==> config.mk <==
export PLATFORM = sky130hd
export DESIGN_NAME = clk_switch_seq
export DESIGN_NICKNAME = d
export VERILOG_FILES = /design/src/rtl/clk_switch_seq.sv
export SDC_FILE = /design/constraint.sdc
export NUM_CORES = 1
export LEC_CHECK = 0
export CAP_MARGIN = 20
export CORE_ASPECT_RATIO = 1.1
export CORE_MARGIN = 4
export CORE_UTILIZATION = 25
export CTS_BUF_LIST = sky130_fd_sc_hd__clkbuf_4 sky130_fd_sc_hd__clkbuf_8 sky130_fd_sc_hd__clkbuf_16
export DETAILED_ROUTE_END_ITERATION = 10
export GPL_TIMING_DRIVEN = 0
export MAX_ROUTING_LAYER = met4
export SLEW_MARGIN = 30
export SYNTH_ARGS = -nofsm -noshare
export SYNTH_HDL_FRONTEND = slang
export SYNTH_SLANG_ARGS = --single-unit
export TNS_END_PERCENT = 1
==> constraint.sdc <==
create_clock -name clk -period 2 [get_ports clk]
set_input_delay 0.5 -clock clk [delete_from_list [all_inputs] [get_ports clk]]
set_output_delay 0.5 -clock clk [all_outputs]
set_load 0.01 [all_outputs]
==> src/rtl/clk_switch_seq.sv <==
// Sequencer for the glitch-free clock switch select: quiesces the consumer, flips
// clk_sel, waits out the settle time, then releases the consumer and reports done/err.
module clk_switch_seq #(
  parameter  int SETTLE_CYCLES  = 16,
  parameter  int TIMEOUT_CYCLES = 1024,
  localparam int CNT_MAX        = (SETTLE_CYCLES > TIMEOUT_CYCLES) ? SETTLE_CYCLES : TIMEOUT_CYCLES,
  localparam int CNT_W          = $clog2(CNT_MAX + 1)
) (
  input  logic clk,
  input  logic rst,
  input  logic req_valid,
  input  logic req_sel,
  output logic req_ready,
  output logic quiesce_req,
  input  logic quiesce_ack,
  output logic clk_sel,
  output logic busy,
  output logic done,
  output logic err,
  output logic err_stage
);

  typedef enum logic [2:0] {IDLE, QUIESCE, SWITCH, SETTLE, RELEASE} state_t;

  localparam logic [CNT_W-1:0] SETTLE_LAST = CNT_W'(SETTLE_CYCLES - 1);
  localparam logic [CNT_W-1:0] TO_LAST     = CNT_W'(TIMEOUT_CYCLES - 1);

  state_t           state, state_d;
  logic [CNT_W-1:0] cnt, cnt_d, cnt_inc;
  logic             tgt, tgt_d;
  logic             clk_sel_d, qreq_d, done_d, err_d, es_d;

  assign req_ready = (state == IDLE);
  assign busy      = (state != IDLE);
  // Saturating increment: the counter must never wrap back into a terminal match.
  assign cnt_inc   = (&cnt) ? cnt : cnt + 1'b1;

  always_ff @(posedge clk) begin
    if (rst) begin
      state       <= IDLE;
      cnt         <= '0;
      tgt         <= 1'b0;
      clk_sel     <= 1'b0;
      quiesce_req <= 1'b0;
      done        <= 1'b0;
      err         <= 1'b0;
      err_stage   <= 1'b0;
    end else begin
      state       <= state_d;
      cnt         <= cnt_d;
      tgt         <= tgt_d;
      clk_sel     <= clk_sel_d;
      quiesce_req <= qreq_d;
      done        <= done_d;
      err         <= err_d;
      err_stage   <= es_d;
    end
  end

  always_comb begin
    state_d   = state;
    cnt_d     = cnt;
    tgt_d     = tgt;
    clk_sel_d = clk_sel;
    qreq_d    = quiesce_req;
    done_d    = 1'b0;
    err_d     = 1'b0;
    es_d      = err_stage;
    case (state)
      IDLE: begin
        if (req_valid) begin
          tgt_d = req_sel;
          if (req_sel == clk_sel) begin
            done_d = 1'b1;
          end else begin
            state_d = QUIESCE;
            qreq_d  = 1'b1;
            cnt_d   = '0;
          end
        end
      end
      QUIESCE: begin
        // ack is checked first so it wins over a coincident timeout
        if (quiesce_ack) begin
          state_d = SWITCH;
        end else if (cnt == TO_LAST) begin
          state_d = IDLE;
          qreq_d  = 1'b0;
          err_d   = 1'b1;
          es_d    = 1'b0;
        end else begin
          cnt_d = cnt_inc;
        end
      end
      SWITCH: begin
        clk_sel_d = tgt;
        cnt_d     = '0;
        state_d   = SETTLE;
      end
      SETTLE: begin
        if (cnt == SETTLE_LAST) begin
          state_d = RELEASE;
          qreq_d  = 1'b0;
          cnt_d   = '0;
        end else begin
          cnt_d = cnt_inc;
        end
      end
      RELEASE: begin
        if (!quiesce_ack) begin
          state_d = IDLE;
          done_d  = 1'b1;
        end else if (cnt == TO_LAST) begin
          state_d = IDLE;
          err_d   = 1'b1;
          es_d    = 1'b1;
        end else begin
          cnt_d = cnt_inc;
        end
      end
      default: state_d = IDLE;
    endcase
  end

endmodule

== Word-level counts from Yosys, hierarchy flattened ==
Cells that the tools add are included.

* Input port bits: 5
* Flip-flop bits (word level): 20

* Add/sub/neg operators: 1
* Multiplexer cells: 32
* Reductions and logical operators: 11
* Eq/ne operators: 14

{| class="wikitable"
|+ Operators with widths
! kind !! number
|-
| 11-bit two-way mux || 7
|-
| 11-bit one-hot mux with 5 select lines || 1
|-
| 3-bit two-way mux || 6
|-
| 3-bit one-hot mux with 5 select lines || 1
|-
| 2-bit != test, second input constant || 7
|-
| 1-bit two-way mux || 13
|-
| 11-bit by 1-bit adder with 11-bit output, second input constant || 1
|-
| 11-bit by 10-bit equality test with 1-bit output, second input constant || 1
|-
| 11-bit by 4-bit equality test with 1-bit output, second input constant || 1
|-
| 11-bit AND reduction || 1
|-
| 5-bit AND reduction || 2
|-
| 3-bit by 2-bit equality test with 1-bit output, second input constant || 2
|-
| 1-bit one-hot mux with 2 select lines || 3
|-
| 6-bit AND reduction || 1
|-
| 3-bit nonzero test || 2
|-
| 5-bit nonzero test || 1
|-
| 3-bit by 1-bit equality test with 1-bit output, second input constant || 1
|-
| 3-bit equality test, second input constant || 1
|-
| 3-bit zero test || 1
|-
| 1-bit one-hot mux with 3 select lines || 1
|-
| 3-bit AND reduction || 1
|-
| 2-bit AND reduction || 1
|-
| 2-bit nonzero test || 1
|-
| 1-bit equality test || 1
|}

== Longest topological paths before layout ==
Gate-level depths: netlist of run 1.

* Depth after elaboration: 5
* Gate-level depth with buffers: 9
* Depth with buffers taken out: 7

== Least setup slack after synthesis of run 1 ==
Ideal clock, no wire load.

* Kind: register to register
* Start: register cnt[0]
* End: register cnt[8]
* Period minus slack after synthesis: 1.934 ns
* Buffers on the path: 0
* Data arrival time: 1.801 ns
* Setup time: 0.132 ns
* Stages on the path, launching flop included: 7
* Required time: 1.868 ns
* Setup slack: 0.066 ns
* Path through: dfxtp_1 -> ha_1 -> nand3_2 -> or3_4 -> o311a_2 -> a21oi_1 -> nor3_2

* Cells in the longest elaborated chain, start to end: 5
* Elaborated cells on any way between the ends: 10
* Classes of those cells: add/sub (1); eq/ne (2); mux (6); reduce/logical (1)

{| class="wikitable"
|+ Ends and longest elaborated chain
! what !! RTL line !! text
|-
| from (decl) || 29 || <nowiki>logic [CNT_W-1:0] cnt, cnt_d, cnt_inc;</nowiki>
|-
| from (signal assigned) || 50 || <nowiki>cnt <= cnt_d;</nowiki>
|-
| 11-bit by 1-bit adder with 11-bit output / 11-bit AND reduction (equally long branches) || 36 || <nowiki>assign cnt_inc = (&cnt) ? cnt : cnt + 1'b1;</nowiki>
|-
| 11-bit two-way mux || 36 ||
|-
| 11-bit two-way mux || 86, 113 ||
|-
| 11-bit two-way mux (on tied branches) || 110, 84 ||
|-
| 11-bit one-hot mux with 5 select lines * || 69 || <nowiki>case (state)</nowiki>
|}

Mark *: on every way between the ends. The rest lies on a longest branch, timed or not. The select of a mux whose other input is x is not followed.
A chain may end at the register's enable or synchronous reset.

== Worst setup path after layout of run 1 ==
* Start: register cnt[0]
* End: register cnt[4]

Same word-level chain as after synthesis.

==> results.txt, run 1 <==
mean post-synth cell area -> 8.16 um^2
setup tns final -> 0 ps
proportion of netlist area held by the largest area contributor -> 33.8%
Vias/cell -> 5.39
worst min path class -> flop to flop
max_cap viols -> 0
setup repair after global routing missed its margin -> yes
floorplan die height -> 80.2 um
io pins -> 12
clk root buf -> clkbuf_8
1st-iter DRT viols -> 63
synthesized flop and latch total -> 20
headroom to the max-slew limit -> 50.3%
final-stage net count -> 170
width of the die -> 73.6 um
number of global-route vias before repair -> 1045
crit path kind -> flop to flop
final critical-path share of the clock period -> 99.1%
CP arrival -> 2160 ps
maximum clock insertion buffer count -> 2
hold buffer count at CTS -> 0
outcome -> complete, no violations
Leakage Power -> 0.000506 uW
number of warnings issued by yosys -> 0
total design power -> 988 uW
power density over cell area -> 669 mW/mm^2
antenna cell count -> 0
GRT Resource Usage Total -> 10.7%
Achievable Freq -> 505 MHz
cell types occupying the most area after synthesis -> dfxtp_1 34%, a21oi_1 5.9%, nand3_1 4.7%
mean routed wirelength per cell -> 13.4 um
number of search-and-repair iterations in the first detailed-routing pass -> 4
Std-Cell Core Area -> 0.00462 mm^2
dominant register cell in the synthesized netlist -> dfxtp_1
slew at the pin closest to its max-slew limit -> 739 ps
total routed wirelength -> 2910 um
routed vias -> 1174
Seq/Total Area, Yosys -> 33.8%
area of the mapped netlist -> 0.00118 mm^2
Final Max Tran Viols -> 0
Critical Path Max Stage Delay -> 440 ps
maximum number of pins on one net before global-route repair -> 11
critical path launch point type -> flop
kind of end point of the critical path -> flop
residual antenna-violating net count after detailed routing -> 0
distinct cell type count after synthesis -> 44
Slowest cell on crit path -> or3_4
CTS Buf Count -> 3
initial antenna violation count -> 0
Placement Setup Slack -> -459 ps
GRT Residual Overflow -> 0
initial core utilization -> 25.6%
final setup violation count -> 0
remaining routing DRC violations -> 0
worst-path fanout max -> 6
utilization after layout -> 32.0%
global placement routability congestion -> 0.823
fraction of layout cells with a size suffix above 1 -> 21.0%
cell taking the most area after synthesis -> dfxtp_1
post-layout worst setup margin -> 18.8 ps
number of instances in the synthesized netlist -> 145
post-detail-place hpwl -> 2010 um
worst-skew pair later-pin latency -> 250 ps
area growth from synthesis to layout -> 24.8%
Hold Slack -> 470 ps
count of buffers from port buffering -> 10
number of flops mapped to enable cells by yosys -> 0
total count of hold-check failures in the final report -> 0
htree depth -> 1
Critical Path, Cell by Cell -> ha_4 -> nand3_4 -> or3_4 -> o311ai_4 -> buf_6 -> o31ai_1 -> a21oi_1
clock transition at the registers of the reported paths -> 70 ps
Async SR Flop Fraction -> 0%
area enclosed by the die boundary -> 0.00590 mm^2
number of clock sinks -> 20
largest clock skew in the final design -> 1.51 ps
clock period minus final worst setup slack -> 1980 ps
Data required, critical path -> 2180 ps
first-pass GRT wire length -> 4880 um
number of standard-cell rows in the floorplan -> 26
TritonCTS clock tree -> built
worst ir drop on vdd -> 194 uV
syn_nets -> 151
[cell usage in the layout, fill, tap and decap left out, drive strengths merged]
cell type       n
a2111oi         1
a31oi           7
nand3          12
inv             5
nand3b          2
clkbuf          5
buf             9
o311a           1
o31ai           3
nor3           10
a21boi          1
nand2b          1
and3            2
nor2b           3
or4             2
o311ai          1
nand2          13
nand4           3
nor4            3
nor3b           1
or3             3
o211a           2
or4b            1
nand4b          1
o2111ai         1
mux2i           1
o21ai           7
dfxtp          20
xnor2           2
o2bb2ai         1
dlymetal6s2s    2
o211ai          2
clkdlybuf4s50   7
ha              1
a21oi          14
dlygate4sd2     1
nor2           11
[cells by family after synthesis]
| family | after synthesis | share of synthesized area, % |
|---|---|---|
| muxes | 1 | 0.846 |
| buffers and inverters | 12 | 6.24 |
| adders and majority gates | 1 | 1.06 |
| DFF | 20 | 33.8 |
| and+or+nand+nor | 68 | 31.8 |
| AOI/OAI and AO/OA | 41 | 24.1 |
| xor gates and xnor gates | 2 | 2.11 |
[power breakdown]
group,leakage [uW],internal [uW],switching (uW)
clock,0.0000216,134,132
sequential,0.000164,418,14.6
combinational,0.000321,123,166
[registers in the layout, summed over array words and instances, names as in the netlist]
signal and count:
cnt 11, state 3, clk_sel 1, done 1
err 1, err_stage 1, quiesce_req 1, tgt 1
[synthesized netlist by cell type, drive strengths merged, types with 2 or more instances]
cell type and instances:
dfxtp 20, a21oi 14, nand2 13, nand3 12
nor2 11, nor3 10, a31oi 7, o21ai 7
buf 6, inv 5, nand4 3, nor2b 3
nor4 3, o31ai 3, or3 3, and3 2
nand3b 2, o211a 2, o211ai 2, or4 2
xnor2 2
[stage by stage]
step,instance area [um^2],cells
final,1480,218
after global routing,1480,218
after CTS,1430,216
after detailed placement,1350,211
after global placement,1350,211
after floorplan,1180,145
[routing by layer]
layer | GRT usage [%] | routed length (um) | part of all wire [%]
met1 | 13.6 | 1330 | 46
met2 | 16.8 | 1400 | 48
met3 | 2.25 | 153 | 5.3
met4 | 3.26 | 29 | 1.0
met5 | - | 0 | 0
[worst paths after layout]
| path | slack [ps] | to | from | cells past startpoint |
|---|---|---|---|---|
| setup / recovery | 20 | cnt[4] | cnt[0] | 7 |
| hold / removal | 470 | quiesce_req | quiesce_req | 2 |
| setup reg to reg | 20 | cnt[4] | cnt[0] | 7 |
| hold reg to reg | 470 | quiesce_req | quiesce_req | 2 |
[worst max-delay path, delay by kind of cell, from the launching register on]
family	cells	cell delay, ps
simple gates	2	540
compound gates	3	650
flops	1	380
buf+inv	1	180
fa+ha+maj	1	160
[cell type report]
class | count | area (um^2)
Inverter | 5 | 18.8
Sequential cell | 20 | 407
Tap cell | 56 | 70.1
Timing Repair Buffer | 14 | 138
Multi-Input combinational cell | 113 | 746
Fill cell | 488 | 3140
Clock buffer | 3 | 41.3
Buffer | 7 | 57.6
[what timing repair did]
item,CTS,global route
resized for setup,10,8
setup buffers,1,2
setup endpoints to repair,13,13
gates cloned,1,0
pin swaps,3,11
Power figures use the tool's default switching activity.
==> inputs of run 2 (changes only) <==
CORE_ASPECT_RATIO = 1.4   (was 1.1)
TNS_END_PERCENT = 50   (was 1)
==> run 2 against run 1 <==
  * Die area is 0.25% higher
  * Wire length is 1.4% higher
  * Largest power group unchanged
  * Core utilization is 1.7 points higher
  * Clock-buffer cell count stayed put
  * Flip-flop and latch count stayed put
  * Design area is 4.2% higher
  * Via count hardly changed
  * Global-route usage is 0.46 points higher
  * Maximum frequency is 1.2% higher
  * Non-clock buffer count is 1 higher
  * First-iteration DRC count is 1.6% lower
  * Clock power is 53% higher
==> results.txt, run 2 (synthesized netlist as in run 1, its figures left out) <==
largest clock skew in the final design -> 8.42 ps
reg-to-reg critical path startpoint -> cnt[0]
CP arrival -> 2140 ps
initial core utilization -> 25.9%
io pins -> 12
number of instances in the placed design -> 217
1st-iter DRT viols -> 62
outcome -> complete, no violations
kind of end point of the critical path -> flop
setup tns final -> 0 ps
Data required, critical path -> 2190 ps
Hold Startpoint -> quiesce_req
initial antenna violation count -> 0
worst min path class -> flop to flop
Vias/cell -> 5.19
max_cap viols -> 0
mean routed wirelength per cell -> 13.1 um
Final Max Tran Viols -> 0
clock period minus final worst setup slack -> 1960 ps
critical path launch point type -> input port
routed vias -> 1173
post-detail-place hpwl -> 2130 um
area enclosed by the die boundary -> 0.00592 mm^2
worst-path fanout max -> 6
count of buffers from port buffering -> 10
crit path from -> req_sel
GRT Residual Overflow -> 0
Std-Cell Core Area -> 0.00457 mm^2
maximum number of pins on one net before global-route repair -> 13
total count of hold-check failures in the final report -> 0
slew at the pin closest to its max-slew limit -> 582 ps
area growth from synthesis to layout -> 30.1%
largest reg by FF count -> cnt
number of search-and-repair iterations in the first detailed-routing pass -> 4
leading cell types in the layout, fill and taps excluded -> 16 x dfxtp_1, 13 x a21oi_1, 12 x nand2_1, 11 x nand3_1, 10 x nor2_1
clk root buf -> clkbuf_8
crit path kind -> input port to flop
final instance area -> 0.00154 mm^2
worst ir drop on vdd -> 228 uV
number of clock sinks -> 20
most common library cell in the layout ignoring fill and taps -> dfxtp_1
htree depth -> 1
number of global-route vias before repair -> 1149
remaining routing DRC violations -> 0
worst-skew pair later-pin latency -> 260 ps
headroom to the max-slew limit -> 61.2%
power density over cell area -> 742 mW/mm^2
Achievable Freq -> 511 MHz
antenna cell count -> 0
final-stage net count -> 171
final critical-path share of the clock period -> 97.9%
non-filler instance count after layout -> 226
width of the die -> 66.2 um
number of standard-cell rows in the floorplan -> 29
fraction of layout cells with a size suffix above 1 -> 25.0%
final setup violation count -> 0
CTS Buf Count -> 3
residual antenna-violating net count after detailed routing -> 0
Largest register FFs -> 11
Leakage Power -> 0.000516 uW
total routed wirelength -> 2950 um
GRT Resource Usage Total -> 11.1%
utilization after layout -> 33.7%
maximum clock insertion buffer count -> 2
Largest regs -> cnt x11, state x3
floorplan die height -> 89.4 um
TritonCTS clock tree -> built
number of filler cells placed in the layout -> 512
setup repair after global routing missed its margin -> yes
global placement routability congestion -> 0.841
first-pass GRT wire length -> 5000 um
standard cell area after detailed placement -> 0.00136 mm^2
clock transition at the registers of the reported paths -> 80 ps
-- run 2: cell types whose count changed in the layout (fill, tap and decap cells not counted), sizes merged --
cell	delta
clkdlybuf4s50	+1
buf	+2
bufinv	+1
dlymetal6s2s	-1
clkbuf	-1
-- run 2: critical path: stages --
cell,delay [ps]
clkdlybuf4s50_1,440
xnor2_1,170
o21ai_2,180
o311ai_4,170
or4b_1,540
a31oi_1,130
-- run 2: layer usage --
layer  GRT usage (%)  vias to the layer above  routed length, um
li1                -                      585                  -
met1            11.8                      551               1190
met2            19.0                       31               1560
met3            2.52                        6                149
met4            6.10                        0                 51
met5               -                        -                  0
-- run 2: through the flow --
| step | total power (uW) | setup WS [ps] | hold slack, ps |
|---|---|---|---|
| 3_3_place_gp | 705 | -502 | 460 |
| 6_report | 1140 | 41.4 | 473 |
| 4_1_cts | 1140 | -21.4 | 480 |
| 3_5_place_dp | 705 | -478 | 467 |
| 5_1_grt | 1200 | -73.6 | 518 |
| 2_1_floorplan | 619 | 66.3 | 454 |
-- run 2: what timing repair did --
action / 4_1_cts / 5_1_grt
hold buffers: 0 / 0
hold endpoints to repair: 0 / 0
gates cloned: 1 / 0
buffers inserted: 2 / 2
resized for setup: 11 / 12
endpoints found under the setup margin: 14 / 13
pin swaps: 3 / 12
-- run 2: where the power goes --
part | internal (uW) | switching (uW) | total [uW]
sequential | 417 | 14.9 | 432
clock | 267 | 140 | 407
combinational | 130 | 173 | 304
total | 815 | 328 | 1140
-- run 2: area by class of cell --
type | count | area (um^2) | area share, %
clock inverters | 1 | 30.0 | 1.95
repair buffers | 15 | 143 | 9.26
flip-flops and latches | 20 | 410 | 26.6
multi-input cells | 113 | 764 | 49.6
inverters | 5 | 18.8 | 1.22
well taps | 62 | 77.6 | 5.04
plain buffers | 7 | 55.1 | 3.57
clock buffers | 3 | 41.3 | 2.68
-- run 2: worst paths after layout --
| path | to | slack [ps] | cells past startpoint |
|---|---|---|---|
| worst max-delay path | cnt[9] | 40 | 6 |
| worst min-delay path | quiesce_req | 470 | 2 |
| worst min register to register | quiesce_req | 470 | 2 |
| worst max register to register | cnt[9] | 50 | 7 |
==> inputs of run 3 (changes only) <==
CELL_PAD_IN_SITES_DETAIL_PLACEMENT = 1   (was unset)
CELL_PAD_IN_SITES_GLOBAL_PLACEMENT = 1   (was unset)
PLACE_DENSITY_LB_ADDON = 0.1   (was unset)
==> run 3 against run 2 <==
  * Clock-buffer cell count up 1
  * Critical path depth rose by 1
  * Critical endpoint unchanged
  * Maximum frequency is 0.51% higher
  * First-iteration DRC count decreased by 52%
  * Sequential share of layout area is 1.4 points lower
  * Global-route usage increased by 3.0 points
  * Clock skew up 0.87 ps
  * Highest routed layer unchanged
  * Final cell count is 2.2% higher
  * Clock power decreased by 21%
  * Worst setup slack better by 10 ps
==> results.txt, run 3 (synthesized netlist as in run 1, its figures left out) <==
GRT Residual Overflow -> 0
power density over cell area -> 670 mW/mm^2
largest clock skew in the final design -> 9.29 ps
Largest regs -> cnt x11, state x3
fraction of layout cells with a size suffix above 1 -> 32.5%
max_cap viols -> 0
non-filler instance count after layout -> 231
final-stage net count -> 176
worst flop-to-flop path endpoint -> cnt[9]
worst r2r path cells -> 7
Sequential Area -> 412 um^2
Std-Cell Core Area -> 0.00457 mm^2
initial core utilization -> 25.9%
Placement Setup Slack -> -570 ps
critical path launch point type -> flop
Critical Path Max Stage Delay -> 430 ps
width of the die -> 66.2 um
global placement routability congestion -> 0.813
final critical-path share of the clock period -> 97.4%
Hold Startpoint -> quiesce_req
hold buffer count at CTS -> 0
TritonCTS clock tree -> built
number of instances in the placed design -> 217
total area of multi-input combinational cells -> 836 um^2
kind of cell with the highest combined delay on the critical path -> simple AND/OR/NAND/NOR gates
Slowest cell on crit path -> or3_4
1st-iter DRT viols -> 30
crit path kind -> flop to flop
setup tns final -> 0 ps
number of clock sinks -> 20
outcome -> complete, no violations
leading cell types in the layout, fill and taps excluded -> 15 x dfxtp_1, 12 x nand2_1, 11 x buf_4, 10 x nand3_1, 10 x a21oi_1
most common library cell in the layout ignoring fill and taps -> dfxtp_1
Leakage Power -> 0.000543 uW
routed vias -> 1204
htree depth -> 1
largest reg by FF count -> cnt
number of global-route vias before repair -> 1289
maximum clock insertion buffer count -> 2
CP Depth -> 7
number of search-and-repair iterations in the first detailed-routing pass -> 4
floorplan die height -> 89.4 um
Final Max Tran Viols -> 0
number of standard-cell rows in the floorplan -> 29
antenna cell count -> 0
residual antenna-violating net count after detailed routing -> 0
CTS Buf Count -> 3
Largest register FFs -> 11
Buf+Inv Stages, Crit Path -> 1
final setup violation count -> 0
clk root buf -> clkbuf_8
worst ir drop on vdd -> 250 uV
Hold Slack -> 463 ps
mean routed wirelength per cell -> 15.7 um
clock transition at the registers of the reported paths -> 80 ps
worst-case hold path end point -> quiesce_req
CP arrival -> 2070 ps
post-detail-place hpwl -> 2600 um
worst-skew pair later-pin latency -> 270 ps
count of buffers from port buffering -> 10
remaining routing DRC violations -> 0
setup repair after global routing missed its margin -> yes
FF-to-FF setup slack -> 50 ps
clock period minus final worst setup slack -> 1950 ps
number of filler cells placed in the layout -> 552
Cells on Worst Hold Path -> 2
worst-path fanout max -> 5
worst min path class -> flop to flop
area growth from synthesis to layout -> 37.7%
kind of end point of the critical path -> flop
slew at the pin closest to its max-slew limit -> 635 ps
area enclosed by the die boundary -> 0.00592 mm^2
headroom to the max-slew limit -> 57.7%
initial antenna violation count -> 0
GRT Resource Usage Total -> 14.1%
reg-to-reg critical path startpoint -> cnt[0]
total count of hold-check failures in the final report -> 0
utilization after layout -> 35.7%
Data required, critical path -> 2120 ps
Critical Path, Cell by Cell -> ha_4 -> nand3_4 -> or3_4 -> o311ai_4 -> buf_4 -> or4b_1 -> a31oi_1
Vias/cell -> 5.21
io pins -> 12
Achievable Freq -> 513 MHz
total routed wirelength -> 3620 um
first-pass GRT wire length -> 6240 um
maximum number of pins on one net before global-route repair -> 12
post-layout worst setup margin -> 51.4 ps
## run 3: repair_timing
action / in CTS / in global routing
cloned: 1 / 0
buffers inserted: 5 / 4
resized for setup: 18 / 23
pin swaps: 3 / 14
setup endpoints to repair: 14 / 12
## run 3: area by class of cell
type,count,area share [%]
plain buffers,7,3.53
clock buffers,4,3.38
inverters,5,1.15
multi-input cells,113,51.3
flip-flops and latches,20,25.2
well taps,62,4.76
repair buffers,20,10.7
## run 3: worst max-delay path by stage
stage	endpoint	from
final	cnt[9]	cnt[0]
after global routing	cnt[4]	cnt[0]
after CTS	cnt[9]	cnt[0]
after detailed placement	cnt[2]	req_sel
after global placement	cnt[2]	req_sel
after floorplan	cnt[8]	cnt[0]
## run 3: metal layers
metal	global-route usage, %	up-vias	wire (um)
met1	14.7	598	1500
li1	-	590	-
met4	5.73	0	53
met5	-	-	0
met2	26.1	11	2010
met3	2.14	5	59
## run 3: worst reg2reg max path: stages, from the launching register on
cell and delay, ps:
dfxtp_4 380, ha_4 160, nand3_4 90, or3_4 430, o311ai_4 410, buf_4 180
or4b_1 100, a31oi_1 60
## run 3: through the flow
| step | cell area, um^2 | power, uW |
|---|---|---|
| 2_1_floorplan | 1180 | 619 |
| 3_3_place_gp | 1360 | 713 |
| 3_5_place_dp | 1360 | 716 |
| 4_1_cts | 1510 | 1090 |
| 5_1_grt | 1630 | 1150 |
| 6_report | 1630 | 1090 |
## run 3: power by group
group | leakage (uW) | switching [uW] | internal [uW] | total, uW
logic | 0.000349 | 195 | 143 | 338
registers | 0.000165 | 15.3 | 417 | 432
clock network | 0.0000288 | 146 | 176 | 322
total | 0.000543 | 356 | 736 | 1090
